`config.mk`:
```
export PLATFORM = sky130hd
export DESIGN_NAME = clk_gate_ctrl_flat
export DESIGN_NICKNAME = d
export VERILOG_FILES = /design/src/rtl/clk_gate_pkg.sv /design/src/rtl/clk_gate_if.sv /design/src/rtl/clk_gate_cnt.sv /design/src/rtl/clk_gate_ctrl.sv /design/src/flat_wrapper.sv
export SDC_FILE = /design/constraint.sdc
export NUM_CORES = 1
export LEC_CHECK = 0
export CORE_MARGIN = 2
export CORE_UTILIZATION = 35
export CTS_BUF_LIST = sky130_fd_sc_hd__clkbuf_8
export CTS_CLUSTER_DIAMETER = 120
export DETAILED_ROUTE_END_ITERATION = 7
export PLACE_DENSITY = 0.63
export SLEW_MARGIN = 30
export SYNTH_ARGS = -nofsm -noshare
export SYNTH_HDL_FRONTEND = slang
export SYNTH_SLANG_ARGS = --single-unit
```
`constraint.sdc`:
```
create_clock -name CLK -period 1.8 [get_ports CLK]
set_clock_uncertainty 0.2 [all_clocks]
set_input_delay 0.36 -clock CLK [delete_from_list [all_inputs] [get_ports CLK]]
set_output_delay 0.36 -clock CLK [all_outputs]
set_load 0.01 [all_outputs]
```
`src/rtl/clk_gate_pkg.sv`:
```
// Shared definitions for the clock-gate enable controller.
// Holds the FSM state encoding and the default timing parameters.
package clk_gate_pkg;

    localparam int STATE_W              = 2;
    localparam int DEFAULT_WAKE_LAT     = 2;
    localparam int DEFAULT_IDLE_TIMEOUT = 8;
    localparam int DEFAULT_CNT_W        = 4;

    typedef enum logic [STATE_W-1:0] {
        ST_IDLE   = 2'b00,
        ST_WAKE   = 2'b01,
        ST_ACTIVE = 2'b10,
        ST_DRAIN  = 2'b11
    } state_e;

endpackage

```
`src/rtl/clk_gate_if.sv`:
```
// Request/status bundle between the system controller (master) and the
// clock-gate enable controller (slave).
interface clk_gate_if;
    import clk_gate_pkg::*;

    logic               WAKE_REQ;
    logic               BUSY;
    logic               TEST_EN;
    logic               CLK_EN;
    logic               READY;
    logic [STATE_W-1:0] STATE;

    modport master (
        output WAKE_REQ, BUSY, TEST_EN,
        input  CLK_EN, READY, STATE
    );

    modport slave (
        input  WAKE_REQ, BUSY, TEST_EN,
        output CLK_EN, READY, STATE
    );

endinterface

```
`src/rtl/clk_gate_cnt.sv`:
```
// Loadable down-counter used for the wake settle and idle drain timers.
// Saturates at zero; load has priority over decrement.
module clk_gate_cnt #(
    parameter int CNT_W = 4
) (
    input  logic             CLK,
    input  logic             RST,
    input  logic             load,
    input  logic [CNT_W-1:0] load_val,
    input  logic             dec,
    output logic             zero
);

    logic [CNT_W-1:0] cnt_q, cnt_d;

    // NOTE: every variable gets a default before any branch, so no path infers a latch.
    always_comb begin
        cnt_d = cnt_q;
        if (load) begin
            cnt_d = load_val;
        end else if (dec && (cnt_q != '0)) begin
            cnt_d = cnt_q - CNT_W'(1);
        end
    end

    // NOTE: sequential state uses non-blocking assignments so every flop samples pre-edge values.
    always_ff @(posedge CLK) begin
        if (!RST) begin
            cnt_q <= '0;
        end else begin
            cnt_q <= cnt_d;
        end
    end

    assign zero = (cnt_q == '0);

endmodule

```
`src/rtl/clk_gate_ctrl.sv`:
```
// Enable generator for the latch-based clock gate of a gated domain.
// Opens on wake, reports READY after settling, closes after a programmable idle drain.
module clk_gate_ctrl
    import clk_gate_pkg::*;
#(
    parameter int WAKE_LAT     = DEFAULT_WAKE_LAT,
    parameter int IDLE_TIMEOUT = DEFAULT_IDLE_TIMEOUT,
    parameter int CNT_W        = DEFAULT_CNT_W
) (
    input  logic       CLK,
    input  logic       RST,
    clk_gate_if.slave  bus
);

    localparam logic [CNT_W-1:0] WAKE_LD = CNT_W'(WAKE_LAT - 1);
    localparam logic [CNT_W-1:0] IDLE_LD = CNT_W'(IDLE_TIMEOUT - 1);

    state_e           state_q, state_d;
    logic             en_q, en_d;
    logic             ready_q, ready_d;
    logic             cnt_load, cnt_dec, cnt_zero;
    logic [CNT_W-1:0] cnt_load_val;

    always_comb begin
        state_d      = state_q;
        en_d         = en_q;
        ready_d      = ready_q;
        cnt_load     = 1'b0;
        cnt_dec      = 1'b0;
        cnt_load_val = WAKE_LD;

        case (state_q)
            ST_IDLE: begin
                if (bus.WAKE_REQ) begin
                    state_d  = ST_WAKE;
                    en_d     = 1'b1;
                    cnt_load = 1'b1;
                end
            end
            // Inputs are ignored while settling: a dropped request still goes via ACTIVE.
            ST_WAKE: begin
                if (cnt_zero) begin
                    state_d = ST_ACTIVE;
                    ready_d = 1'b1;
                end else begin
                    cnt_dec = 1'b1;
                end
            end
            ST_ACTIVE: begin
                if (!bus.WAKE_REQ && !bus.BUSY) begin
                    state_d      = ST_DRAIN;
                    cnt_load     = 1'b1;
                    cnt_load_val = IDLE_LD;
                end
            end
            ST_DRAIN: begin
                // Renewed activity outranks expiry so the gate never closes under load.
                if (bus.WAKE_REQ || bus.BUSY) begin
                    state_d = ST_ACTIVE;
                end else if (cnt_zero) begin
                    state_d = ST_IDLE;
                    en_d    = 1'b0;
                    ready_d = 1'b0;
                end else begin
                    cnt_dec = 1'b1;
                end
            end
            default: begin
                state_d = ST_IDLE;
                en_d    = 1'b0;
                ready_d = 1'b0;
            end
        endcase
    end

    always_ff @(posedge CLK) begin
        if (!RST) begin
            state_q <= ST_IDLE;
            en_q    <= 1'b0;
            ready_q <= 1'b0;
        end else begin
            state_q <= state_d;
            en_q    <= en_d;
            ready_q <= ready_d;
        end
    end

    clk_gate_cnt #(
        .CNT_W (CNT_W)
    ) u_cnt (
        .CLK      (CLK),
        .RST      (RST),
        .load     (cnt_load),
        .load_val (cnt_load_val),
        .dec      (cnt_dec),
        .zero     (cnt_zero)
    );

    // Scan override is the only unregistered path to the gate enable.
    assign bus.CLK_EN = en_q | bus.TEST_EN;
    assign bus.READY  = ready_q;
    assign bus.STATE  = state_q;

endmodule

```
`src/flat_wrapper.sv`:
```
// flat-port wrapper written by rule: the top's interface ports become plain ports
module clk_gate_ctrl_flat import clk_gate_pkg::*;
#(
    parameter int WAKE_LAT     = DEFAULT_WAKE_LAT,
    parameter int IDLE_TIMEOUT = DEFAULT_IDLE_TIMEOUT,
    parameter int CNT_W        = DEFAULT_CNT_W
)
  (CLK, RST, bus_WAKE_REQ, bus_BUSY, bus_TEST_EN, bus_CLK_EN, bus_READY, bus_STATE);
  clk_gate_if bus_i ();
  input  logic CLK;
  input  logic RST;
  input wire logic [$bits(bus_i.WAKE_REQ)-1:0] bus_WAKE_REQ;
  input wire logic [$bits(bus_i.BUSY)-1:0] bus_BUSY;
  input wire logic [$bits(bus_i.TEST_EN)-1:0] bus_TEST_EN;
  output wire logic [$bits(bus_i.CLK_EN)-1:0] bus_CLK_EN;
  output wire logic [$bits(bus_i.READY)-1:0] bus_READY;
  output wire logic [$bits(bus_i.STATE)-1:0] bus_STATE;
  assign bus_i.WAKE_REQ = bus_WAKE_REQ;
  assign bus_i.BUSY = bus_BUSY;
  assign bus_i.TEST_EN = bus_TEST_EN;
  assign bus_CLK_EN = bus_i.CLK_EN;
  assign bus_READY = bus_i.READY;
  assign bus_STATE = bus_i.STATE;
  clk_gate_ctrl #(.WAKE_LAT(WAKE_LAT), .IDLE_TIMEOUT(IDLE_TIMEOUT), .CNT_W(CNT_W)) u_core (.CLK(CLK), .RST(RST), .bus(bus_i));
endmodule
```
Word-level counts from Yosys, hierarchy flattened
Index checks and enable logic that the tools add are counted.
Operators by class
  add/subtract/negate cells: 1
  eq/ne operators: 9
  muxes and demuxes: 22
  bitwise logic cells: 1
  reductions and logical operators: 14
Operators by type and width (number)
  $mux 4: 3
  $reduce_and 4->1: 3
  $mux 2: 5
  $mux 1: 8
  $pmux 1 s2: 4
  $pmux 2 s4: 1
  $ne 2x1->1 const B: 3
  $reduce_bool 2->1: 3
  $eq 2x2->1 const B: 2
  $logic_not 4->1: 1
  $ne 2x2->1 const B: 2
  $reduce_bool 4->1: 1
  $sub 4x1->4 const B: 1
  $mux 3: 1
  $ne 3x1->1 const B: 1
  $eq 2x1->1 const B: 1
  $logic_and 1x1->1: 2
  $logic_not 1->1: 2
  $logic_not 2->1: 1
  $logic_or 1x1->1: 1
  $or 1x1->1: 1
Word-level totals
  register bits: 8
  output and inout bits: 4
  logic and storage cells: 51

Depth between registers and ports, before layout
Gate-level depths: netlist of the first run.
  word-level depth: 7
  gate-level depth with buffers: 6
  mapped depth without buffers: 6

Cells and area by module
A second synthesis of the first run with hierarchy kept.
Unflattened totals
  cell total of the unflattened synthesis: 55
  area total of the unflattened synthesis: 469.2 sq um
By module, submodules not included
  clk_gate_cnt: instances 1, cells an instance 31, area an instance 256.5 sq um, seq. area each 80.1 sq um
  clk_gate_ctrl: instances 1, cells an instance 24, area an instance 212.7 sq um, seq. area each 80.1 sq um

Worst setup path after synthesis of the first run
OpenSTA, ideal clock, no wires.
  path kind: register to register
  from: register u_core.u_cnt.cnt_q[0]
  to: register u_core.u_cnt.cnt_q[1]
  library setup time: 0.118 ns
  arrival: 1.300 ns
  path slack: 0.182 ns
  cell stages (with the launch flop): 7
  buffers on the path: 0
  path through: dfxtp_1 > inv_1 > ha_1 > or3b_4 > nor3b_1 > o21ai_1 > a21boi_1
On the way
  longest elaborated chain between the ends: 6
  elaborated cells on any way between the ends: 10
Ends and longest elaborated chain
  start, declared: RTL line clk_gate_cnt.sv:14  | logic [CNT_W-1:0] cnt_q, cnt_d;
  start signal, assigned: RTL line clk_gate_cnt.sv:31  | cnt_q <= cnt_d;
  $logic_not 4->1: RTL line clk_gate_cnt.sv:35  | assign zero = (cnt_q == '0);
  $mux 1: RTL line clk_gate_ctrl.sv:42, clk_gate_ctrl.sv:60
  $mux 1: RTL line clk_gate_ctrl.sv:58  | if (bus.WAKE_REQ || bus.BUSY) begin
  $pmux 1 s2: RTL line clk_gate_ctrl.sv:32  | case (state_q)
  $logic_and 1x1->1: RTL line clk_gate_cnt.sv:21  | end else if (dec && (cnt_q != '0)) begin
  $reduce_bool 2->1 (no line)
Several ways; a longest one is shown, not always the timed one. The select of a mux whose other input is x is not followed.
A chain may end at the register's enable or synchronous reset.

Worst setup path after layout of the first run
  from: register u_core.state_q[0], in the netlist u_core.bus.STATE[0]
  to: output port bus_STATE[0]
RTL lines
  start, declared: RTL line clk_gate_ctrl.sv:18  | state_e state_q, state_d;
  start signal, assigned: RTL line clk_gate_ctrl.sv:82  | state_q <= state_d;
  end, declared: RTL line flat_wrapper.sv:17  | output wire logic [$bits(bus_i.STATE)-1:0] bus_STATE;
No word-level cell between the ends.

==> summary.txt, run 1 <==
status = completed
Post-Syn Nets = 57
Hold WC Path Type = flop to flop
total routed wirelength = 904 um
Synth Cell Area = 470 sq um
Compound-Gate Fraction of Synth Area = 0.178
n_diodes = 0
clock latency on the worst-skew pair = 0.23 ns
Boundary Pins = 9
synthesized-area fraction occupied by adder cells = 0.0266
CTS resizes = 2
Via Count = 388
Critical Path AT = 1.16 ns
Synth Area per Inst = 9.22 sq um
CTS tree = done
Critical Path Sink Type = output pin
CP delay by family, top = buffers and inverters
cells along the critical path = clkdlybuf4s50_1
VDD IR max = 0.773 mV
postcts setup bufs = 0
initial core utilization = 0.366
initial antenna violation count = 0
final HPWL from detailed placement = 670 um
Syn-to-layout area delta = 33.8%
PwrDens = 1580 mW/mm^2
synthesis-stage register bit count = 8
Die W = 40.7 um
H-tree Lvls = 1
worst path bufs/invs = 1
die area = 0.00165 sq mm
predominant post-synthesis flop cell = dfxtp_1
Clk pin slew, worst setup/hold paths = 0.04 ns
share of the synthesized area in the top cell type = 0.340
Ys Warns = 0
dpl ws = -0.244 ns
cell taking the most area after synthesis = dfxtp_1
Simple-Gate Fraction of Synth Area = 0.311
number of global-route vias before repair = 325
CP Data Required Time = 1.24 ns
nets = 73
Post-synth top cells = 8 x dfxtp_1, 4 x inv_1
final setup violation count = 0
Startpoint Class = flop
critical path type = flop to output pin
setup TNS = 0 ns
GP Congestion = 0.773
largest net degree at the start of global routing = 9
Port Buf Inserts = 8
main combinational cell family by area after synthesis = simple AND/OR/NAND/NOR gates
Area contributors post-synth = dfxtp_1 34%, nand4bb_4 5.9%, nor2b_1 4.0%, xor2_1 3.7%, a21oi_1 3.2%
post-synthesis cell type count = 29
grt total ovfl = 0
Maximum Capacitance Violations = 0
Total GRT Usage = 0.131
wire length per cell = 11.3 um
FMAX = 581 MHz
post-synthesis mux area share = 0.0213
Post-Syn Instances = 51
vias per inst = 4.85
global-route wire length before repair = 1370 um
Hold Fails Final Rpt = 0
Leak = 0.237 nW
CP max-delay cell = clkdlybuf4s50_1
final worst setup slack = 0.0775 ns
core box area = 0.00128 sq mm
Die H = 40.7 um
Crit path largest cell delay = 0.56 ns
cts hold-fix bufs = 0
number of remaining DRC errors = 0
layout cells sized above 1 = 0.246
share of async-settable or async-resettable flops after synthesis = 0
most common cell in the netlist = dfxtp_1
CTS Sinks = 8
DR pass1 iterations = 4
final antenna-violating net count = 0
CTS Buffer Depth = 2
Slew headroom = 0.836
1st-iter DRT viols = 6
TritonCTS Buffers = 3
share of the yosys chip area belonging to registers = 0.340
Post-Synth XOR/XNOR Area = 0.0559
Final Critical Period = 1.72 ns
CP max FO = 3
Final period util = 0.957
CTS root buf = clkbuf_8
number of synthesized flops with an enable pin = 0
RSZ-0062 raised after global routing = false
Fillers = 124
# rows = 13
fin. max-slew vios = 0
worst slew pin tran = 0.246 ns
## power breakdown
part	internal [mW]	switching (mW)	total [mW]
combinational	0.270	0.221	0.491
clock	0.145	0.0692	0.214
sequential	0.240	0.0490	0.289
## registers in the layout, indices dropped and copies added, names as in the netlist
register,cells
u_core.bus.READY,1
u_core.bus.STATE,2
u_core.en_q,1
u_core.u_cnt.cnt_q,4
## worst paths after layout
check | start | endpoint | slack, ns | cells past startpoint
setup reg to reg | u_core.u_cnt.cnt_q[0] | u_core.en_q | 0.14 | 6
hold reg to reg | u_core.u_cnt.cnt_q[1] | u_core.u_cnt.cnt_q[1] | 0.29 | 2
hold / removal | u_core.u_cnt.cnt_q[1] | u_core.u_cnt.cnt_q[1] | 0.29 | 2
setup / recovery | u_core.bus.STATE[0] | bus_STATE[0] | 0.08 | 1
## metal layers
layer,GRT usage,wire length [um],vias to the layer above
li1,-,-,211
met3,0.0489,42,0
met4,0.0750,0,0
met5,0,0,-
met1,0.181,469,169
met2,0.171,392,8
## area by class of cell
cell class,instances,area [sq um],share of cell area
Clock buffer,3,41.3,0.0656
Tap cell,15,18.8,0.0298
Inverter,4,15.0,0.0239
Sequential cell,8,160,0.254
Multi-Input combinational cell,37,282,0.447
Timing Repair Buffer,13,113,0.179
## layout by cell type, fill, tap and decap left out, types with 2 or more instances in the layout
master	n
clkbuf_8	3
clkdlybuf4s50_1	7
nor3_1	2
dfxtp_1	8
nor3b_1	2
and2_1	2
nor2b_1	3
xor2_1	2
o21ai_0	3
buf_4	5
a21oi_1	3
inv_1	4
nor2_1	3
## metrics by stage
stage                     hold slack [ns]   util  power (mW)  cell area, sq um  instances
final                               0.287  0.490       0.993               629         80
after global routing                0.327  0.490        1.08               629         80
after CTS                           0.293  0.492        1.00               632         80
after detailed placement            0.286  0.460       0.782               591         77
after global placement              0.274  0.460       0.781               591         77
after floorplan                     0.257      -       0.653               470         51
## cell families (layout without fill, tap and decap cells)
family / after synthesis / after routing
buffers and inverters: 6 / 20
xor gates and xnor gates: 3 / 3
AOI/OAI and AO/OA: 13 / 13
and+or+nand+nor: 19 / 19
muxes: 1 / 1
adders and majority gates: 1 / 1
DFF: 8 / 8
(Power assumes the default switching activity.)
==> inputs of run 2 (changes only) <==
Settings changed: CORE_MARGIN 2 to default.
==> summary.txt, run 2 (synthesis results as in run 1) <==
grt total ovfl = 0
max FFs per register = 4
TritonCTS Buffers = 3
setup TNS = 0 ns
Hold WC Path Type = flop to flop
CP Data Required Time = 1.24 ns
Clock power frac = 0.214
R2R Path End = u_core.u_cnt.cnt_q[3]
initial core utilization = 0.402
H-tree Lvls = 1
critical path type = flop to output pin
FMAX = 576 MHz
worst path bufs/invs = 1
Top Usage Layer GRT = met2
final non-filler cell total = 78
number of global-route vias before repair = 354
DR pass1 iterations = 4
CP max FO = 3
switching share of power = 0.345
met1 Use GR = 0.172
wire length per cell = 11.5 um
core box area = 0.00117 sq mm
number of remaining DRC errors = 0
CP max-delay cell = clkdlybuf4s50_1
worst slew pin tran = 0.255 ns
layout cells sized above 1 = 0.219
Most flops, register = u_core.u_cnt.cnt_q
met3 usage = 0.104
Die H = 38.7 um
Slew headroom = 0.829
Hold Fails Final Rpt = 0
Via Count = 397
Critical Path Sink Type = output pin
part of the power in combinational logic = 0.493
fin. max-slew vios = 0
Worst Hold End = u_core.u_cnt.cnt_q[1]
commonest non-fill, non-tap cell in the layout = dfxtp_1
die area = 0.00149 sq mm
status = completed
final antenna-violating net count = 0
met2 Use GR = 0.221
n_diodes = 0
final setup violation count = 0
initial antenna violation count = 0
nets = 72
Clk pin slew, worst setup/hold paths = 0.04 ns
vias per inst = 5.09
Boundary Pins = 9
Total GRT Usage = 0.148
switching pwr = 341 uW
register share of total power = 0.293
R2R Setup Slk = 0.10 ns
CTS Buffer Depth = 2
hold path start = u_core.u_cnt.cnt_q[1]
RSZ-0062 raised after global routing = false
Final period util = 0.965
internal power = 649 uW
Maximum Capacitance Violations = 0
CTS Sinks = 8
Crit path largest cell delay = 0.56 ns
VDD IR max = 0.725 mV
Placed Area = 582 sq um
Startpoint Class = flop
# rows = 12
cells along the critical path = clkdlybuf4s50_1
Leak = 0.233 nW
Syn-to-layout area delta = 31.4%
global-route wire length before repair = 1470 um
PwrDens = 1600 mW/mm^2
Critical Path AT = 1.18 ns
Final Critical Period = 1.74 ns
total routed wirelength = 897 um
Port Buf Inserts = 8
largest net degree at the start of global routing = 9
final instance area = 618 sq um
1st-iter DRT viols = 8
CTS root buf = clkbuf_8
placed cell count = 75
CP delay by family, top = buffers and inverters
Die W = 38.7 um
FF-to-FF Start = u_core.u_cnt.cnt_q[0]
GP Congestion = 0.747
most frequent cells in the layout = 8 x dfxtp_1, 7 x clkdlybuf4s50_1, 4 x inv_1, 4 x buf_4
Worst Hold Depth = 2
Worst Reg2Reg Path Length in Cells = 6
CTS tree = done
clock latency on the worst-skew pair = 0.23 ns
final HPWL from detailed placement = 645 um
run 2: cell types whose count changed in the layout (fill, tap and decap cells not counted), sizes merged:
cell,previous run,this run
clkbuf,4,3
run 2: routing by layer:
layer | wire, um | part of all wire
met2 | 386 | 0.43
met3 | 65 | 0.072
met1 | 445 | 0.50
met5 | 0 | 0
met4 | 0 | 0
run 2: area by class of cell:
class | instances | area, sq um
Clock buffer | 3 | 41.3
Tap cell | 14 | 17.5
Fill cell | 110 | 553
Sequential cell | 8 | 160
Inverter | 4 | 15.0
Multi-Input combinational cell | 37 | 279
Timing Repair Buffer | 12 | 105
run 2: power by group through the flow:
stage / sequential [mW] / combinational (mW) / clock, mW
2_1_floorplan: 0.292 / 0.361 / 0
3_3_place_gp: 0.293 / 0.486 / 0
4_1_cts: 0.292 / 0.489 / 0.222
5_1_grt: 0.298 / 0.543 / 0.230
6_report: 0.290 / 0.488 / 0.212
3_5_place_dp: 0.294 / 0.488 / 0
run 2: per-stage QoR:
step | power (mW) | hold slack [ns] | util | worst slack [ns]
3_5_place_dp | 0.782 | 0.286 | 0.497 | -0.248
3_3_place_gp | 0.779 | 0.282 | 0.497 | -0.248
2_1_floorplan | 0.653 | 0.257 | - | 0.182
4_1_cts | 1.00 | 0.295 | 0.528 | 0.0584
5_1_grt | 1.07 | 0.332 | 0.528 | 0.00885
6_report | 0.990 | 0.287 | 0.528 | 0.0632
run 2: timing repair:
action,in CTS,in global routing
hold buffers,0,0
endpoints found under the setup margin,1,0
resized for setup,4,0
buffers inserted,0,0
run 2: worst max path at each step:
| stage | start | endpoint | slack (ns) | depth (start not counted) |
|---|---|---|---|---|
| 2_1_floorplan | u_core.u_cnt.cnt_q[0] | u_core.u_cnt.cnt_q[1] | 0.18 | 6 |
| 3_3_place_gp | bus_TEST_EN | bus_CLK_EN | -0.25 | 3 |
| 3_5_place_dp | bus_TEST_EN | bus_CLK_EN | -0.25 | 3 |
| 4_1_cts | u_core.bus.STATE[0] | bus_STATE[0] | 0.06 | 1 |
| 5_1_grt | bus_WAKE_REQ | u_core.u_cnt.cnt_q[2] | 0.009 | 5 |
| 6_report | u_core.bus.STATE[0] | bus_STATE[0] | 0.06 | 1 |
